### src/rtl/axi_lite_pkg.sv
// Shared AXI4-Lite response codes and a width helper for the register bank.
// No logic and no flow control; constants only.
package axi_lite_pkg;
  localparam logic [1:0] RESP_OKAY   = 2'b00;
  localparam logic [1:0] RESP_SLVERR = 2'b10;
  localparam logic [1:0] RESP_DECERR = 2'b11;

  function automatic int clog2(input int v);
    int r;
    r = 0;
    while ((1 << r) < v) r++;
    return r;
  endfunction
endpackage

### src/rtl/axi_regbank_dec.sv
// Address decoder: byte address -> register index plus hit and read-only flags.
// Latency: combinational. Backpressure: none.
module axi_regbank_dec
  import axi_lite_pkg::*;
#(
  parameter int              AW        = 32,
  parameter int              DW        = 32,
  parameter logic [AW-1:0]   BASE_ADDR = 'h100,
  parameter int              NUM       = 8,
  parameter logic [NUM-1:0]  RO_MASK   = '0,
  parameter int              IW        = (NUM > 1) ? clog2(NUM) : 1
) (
  input  logic [AW-1:0] addr,
  output logic [IW-1:0] idx,
  output logic          hit,
  output logic          ro
);
  localparam int SHIFT = clog2(DW / 8);

  logic [AW-1:0] off;
  logic [AW-1:0] full_idx;

  // Sub-word address bits are dropped; the full-width index catches out-of-range offsets.
  assign off      = addr - BASE_ADDR;
  assign full_idx = off >> SHIFT;
  assign idx      = full_idx[IW-1:0];
  assign hit      = (addr >= BASE_ADDR) && (full_idx < AW'(NUM));
  assign ro       = hit && RO_MASK[idx];
endmodule

### src/rtl/axi_lite_regbank.sv
// AXI4-Lite register bank: NUM registers, byte strobes, read-only mask, decode errors.
// Latency: B two cycles after AW+W, R one cycle after AR. Backpressure: one B and one R outstanding, stall on bready/rready.
module axi_lite_regbank
  import axi_lite_pkg::*;
#(
  parameter int              AW        = 32,
  parameter int              DW        = 32,
  parameter logic [AW-1:0]   BASE_ADDR = 32'h0000_0100,
  parameter int              NUM       = 8,
  parameter logic [NUM-1:0]  RO_MASK   = '0
) (
  input  logic              clk,
  input  logic              rstn,
  input  logic              awvalid,
  output logic              awready,
  input  logic [AW-1:0]     awaddr,
  input  logic              wvalid,
  output logic              wready,
  input  logic [DW-1:0]     wdata,
  input  logic [DW/8-1:0]   wstrb,
  output logic              bvalid,
  input  logic              bready,
  output logic [1:0]        bresp,
  input  logic              arvalid,
  output logic              arready,
  input  logic [AW-1:0]     araddr,
  output logic              rvalid,
  input  logic              rready,
  output logic [DW-1:0]     rdata,
  output logic [1:0]        rresp,
  input  logic [NUM*DW-1:0] ro_d,
  output logic [NUM*DW-1:0] reg_q,
  output logic [NUM-1:0]    wr_pulse
);
  localparam int SW = DW / 8;
  localparam int IW = (NUM > 1) ? clog2(NUM) : 1;

  logic          aw_full;
  logic          w_full;
  logic [AW-1:0] aw_addr_q;
  logic [DW-1:0] w_dat_q;
  logic [SW-1:0] w_strb_q;
  logic [DW-1:0] regs [NUM];
  logic [IW-1:0] w_idx;
  logic [IW-1:0] r_idx;
  logic          w_hit;
  logic          w_ro;
  logic          r_hit;
  logic          r_ro;
  logic          commit;
  logic          w_ok;

  axi_regbank_dec #(.AW(AW), .DW(DW), .BASE_ADDR(BASE_ADDR), .NUM(NUM), .RO_MASK(RO_MASK), .IW(IW))
    u_wdec (.addr(aw_addr_q), .idx(w_idx), .hit(w_hit), .ro(w_ro));

  axi_regbank_dec #(.AW(AW), .DW(DW), .BASE_ADDR(BASE_ADDR), .NUM(NUM), .RO_MASK(RO_MASK), .IW(IW))
    u_rdec (.addr(araddr), .idx(r_idx), .hit(r_hit), .ro(r_ro));

  assign awready = ~aw_full;
  assign wready  = ~w_full;
  assign arready = ~rvalid | rready;
  assign commit  = aw_full & w_full & (~bvalid | bready);
  assign w_ok    = w_hit & ~w_ro;

  // Write path: independent AW/W slots, commit once both are held and B is free.
  always_ff @(posedge clk or negedge rstn) begin
    if (!rstn) begin
      aw_full   <= 1'b0;
      w_full    <= 1'b0;
      aw_addr_q <= '0;
      w_dat_q   <= '0;
      w_strb_q  <= '0;
      bvalid    <= 1'b0;
      bresp     <= RESP_OKAY;
      wr_pulse  <= '0;
    end else begin
      wr_pulse <= '0;
      if (awvalid && awready) begin
        aw_full   <= 1'b1;
        aw_addr_q <= awaddr;
      end
      if (wvalid && wready) begin
        w_full   <= 1'b1;
        w_dat_q  <= wdata;
        w_strb_q <= wstrb;
      end
      if (commit) begin
        aw_full <= 1'b0;
        w_full  <= 1'b0;
        bvalid  <= 1'b1;
        bresp   <= !w_hit ? RESP_DECERR : (w_ro ? RESP_SLVERR : RESP_OKAY);
        if (w_ok) wr_pulse <= NUM'(1) << w_idx;
      end else if (bready) begin
        bvalid <= 1'b0;
      end
    end
  end

  always_ff @(posedge clk or negedge rstn) begin
    if (!rstn) begin
      for (int i = 0; i < NUM; i++) regs[i] <= '0;
    end else if (commit && w_ok) begin
      for (int k = 0; k < SW; k++) begin
        if (w_strb_q[k]) regs[w_idx][8*k +: 8] <= w_dat_q[8*k +: 8];
      end
    end
  end

  for (genvar g = 0; g < NUM; g++) begin : g_reg_q
    assign reg_q[g*DW +: DW] = regs[g];
  end

  // Read data is sampled from the registers before any same-edge write lands.
  always_ff @(posedge clk or negedge rstn) begin
    if (!rstn) begin
      rvalid <= 1'b0;
      rdata  <= '0;
      rresp  <= RESP_OKAY;
    end else if (arvalid && arready) begin
      rvalid <= 1'b1;
      rresp  <= r_hit ? RESP_OKAY : RESP_DECERR;
      if (!r_hit)    rdata <= '0;
      else if (r_ro) rdata <= ro_d[r_idx*DW +: DW];
      else           rdata <= regs[r_idx];
    end else if (rready) begin
      rvalid <= 1'b0;
    end
  end
endmodule

### config.mk
export PLATFORM = sky130hd
export DESIGN_NAME = axi_lite_regbank
export DESIGN_NICKNAME = d
export VERILOG_FILES = /design/src/rtl/axi_lite_pkg.sv /design/src/rtl/axi_regbank_dec.sv /design/src/rtl/axi_lite_regbank.sv
export SDC_FILE = /design/constraint.sdc
export NUM_CORES = 1
export LEC_CHECK = 0
export BUFFER_PORTS_ARGS = -buffer_cell sky130_fd_sc_hd__buf_2
export CAP_MARGIN = 15
export CORE_AREA = 3 3 261 263
export CTS_CLUSTER_DIAMETER = 150
export DETAILED_ROUTE_END_ITERATION = 10
export DIE_AREA = 0 0 264 266
export PLACE_DENSITY = 0.57
export SLEW_MARGIN = 5
export SYNTH_ARGS = -nofsm -noshare
export SYNTH_HDL_FRONTEND = slang
export SYNTH_HIERARCHICAL = 1
export SYNTH_SLANG_ARGS = --single-unit
### constraint.sdc
create_clock -name clk -period 3.1 [get_ports clk]
set_input_delay 0.31 -clock clk [delete_from_list [all_inputs] [get_ports clk]]
set_output_delay 0.31 -clock clk [all_outputs]
set_load 0.1 [all_outputs]
==> results.toml <==
[power]
p_per_area_mw_per_mm2 = 530
leakagePower_nw = 12.8
total_power_mw = 13.2
ir_drop_uv = 427

[route]
postRouteAntennaNets = 0
wirelength_um = 67700
drt_iter0_markers = 683
wl_per_cell_um = 24.3
viasPerCell = 4.89
drc = 0
vias = 13583
drtPass1Iterations = 5

[critical_path]
path_max_fanout = 8
critPathKind = "reg2reg"
cpLargestDelayFamily = "simple AND/OR/NAND/NOR gates"
end_kind = "register"
crit_arrival_ns = 3.30
crit_top_cell = "buf_4"
critPathLaunchType = "register"
cp_slowest_stage_delay_ns = 0.41
path_buf_inv = 2
crit_chain = "nor4_2 -> nand4_1 -> nor2_1 -> nor2b_1 -> buf_4 -> and3_1 -> buf_4 -> nand3_2 -> mux2_2"
worstPathRequired_ns = 3.53
cpMaxStageDelayCell = "mux2_2"

[placed_design]
place_area_mm2 = 0.0229
gp_congestion = 0.869
io_buffers = 663
dpl.hpwl_um = 50800
place_ws_ns = 0.116

[yosys]
syn_inst = 1135
syn_avg_cell_area_um2 = 16.0
ys_warn_count = 6
synth_nets = 1498
syn_area_mm2 = 0.0181

[final_layout]
syn2layout_area_growth_pct = 36.9
layout_commonest_cell = "buf_2"
drive_gt1_share_pct = 65.9
fillCellCount = 6320
layout_common_cells = "660 x buf_2, 369 x dfrtp_1, 320 x mux2_2, 128 x mux4_2, 96 x mux2i_1"
final_area_mm2 = 0.0248
nets = 2247

[job]
drv_cap = 0

[hold_path]
hp-class = "in2reg"

[timing]
min_period_over_period_pct = 92.6
rsz0062_at_grt = "no"
period_minus_slack_ns = 2.87
finalHoldViolations = 0
relSlewSlack_pct = 41.7
max_freq_mhz = 348
finClkSkew_ns = 0.0244
worstMarginPinSlew_ns = 0.871
fin_tns_setup_ns = 0
slew_viol_final = 0
postLayoutSetupSlackWorst_ns = 0.228
finalSetupViolations = 0

[floorplanning]
boundaryPins = 668
die_area_mm2 = 0.0702
num_rows = 94
die_h_um = 266
fp.coreArea_mm2 = 0.0659
start_util_pct = 27.5
die_w_um = 264

[clock_network]
cts_tree = "done"
cts_sinks = 369
h-tree-depth = 2
cts.clk_slew.worst_paths_ns = 0.06
cts_buffers = 41
clockBufferDepth = 3
post_cts_buffers = 0
clock_latency_ns = 0.55
cts-root-buf = "clkbuf_16"

[global_route]
grt_max_degree = 129
grt_pass1_vias = 14548
grt_overflow = 0
grt_pass1_wl_um = 98700
antenna_found_initial = 6
track_usage_pct = 18.8

[outcome]
outcome = "finished clean"
==> timing repair <==
action | 4_1_cts | 5_1_grt
endpoints found under the hold margin | 137 | 0
gates resized for setup | 0 | 0
hold buffers | 60 | 0
==> registers in the layout, summed over array words and instances, names as in the netlist <==
name       count
bresp          2
aw_full        1
aw_addr_q     30
reg_q        256
rresp          1
w_full         1
wr_pulse       8
bvalid         1
w_strb_q       4
w_dat_q       32
rvalid         1
rdata         32
==> report_power, final <==
part | internal (mW) | leakage (nW) | switching (mW)
Clock | 2.90 | 0.645 | 1.91
Combinational | 1.06 | 7.21 | 1.22
Sequential | 5.29 | 4.99 | 0.786
==> per-layer routing <==
metal,share of wire [%],global-route usage (%),wire [um],vias up
met5,0.030,0,20,-
met4,2.4,5.07,1650,4
met3,5.3,3.65,3600,90
met2,51,32.9,34300,511
met1,41,23.8,28100,7106
li1,-,-,-,5872
==> path summary, 6_finish.rpt <==
path                                     end  slack (ns)          start  cells after the start
worst min register to register      bresp[0]        0.49       bresp[0]                      2
worst max-delay path               reg_q[12]        0.23  aw_addr_q[22]                      9
worst min-delay path            aw_addr_q[4]        0.03      awaddr[4]                      2
worst max register to register     reg_q[12]        0.23  aw_addr_q[22]                      9
min in group asynchronous         reg_q[157]        0.40           rstn                      2
max in group asynchronous          reg_q[18]        1.72           rstn                      4
==> area by class of cell <==
type                       instances  area, um2  share of cell area (%)
sequential                       369       9230                    37.2
multi-input combinational        687       8510                    34.3
timing repair buffer             782       4630                    18.7
clock buffer                      65       1240                    4.99
tap                              864       1080                    4.36
clock inverter                     6       90.1                   0.363
inverter                           3       11.3                  0.0454
antenna                            4       10.0                  0.0403
==> worst register-to-register path, stage by stage, from the launching register on <==
cell and delay [ns]:
dfrtp_1 0.39, nor4_2 0.40, nand4_1 0.14, nor2_1 0.26, nor2b_1 0.17, buf_4 0.17, and3_1 0.27, buf_4 0.20
nand3_2 0.33, mux2_2 0.42
==> stage by stage <==
step / hold WS, ns / std cells / util (%)
after CTS: 0.000870 / 2776 / 37.7
after global routing: 0.0119 / 2777 / 37.7
after detailed placement: 0.405 / 2645 / 34.7
final: 0.0336 / 2780 / 37.7
after floorplan: 0.0144 / 1135 / -
after global placement: 0.394 / 2645 / 34.7
Note: power is estimated with default switching activity, not from simulation.
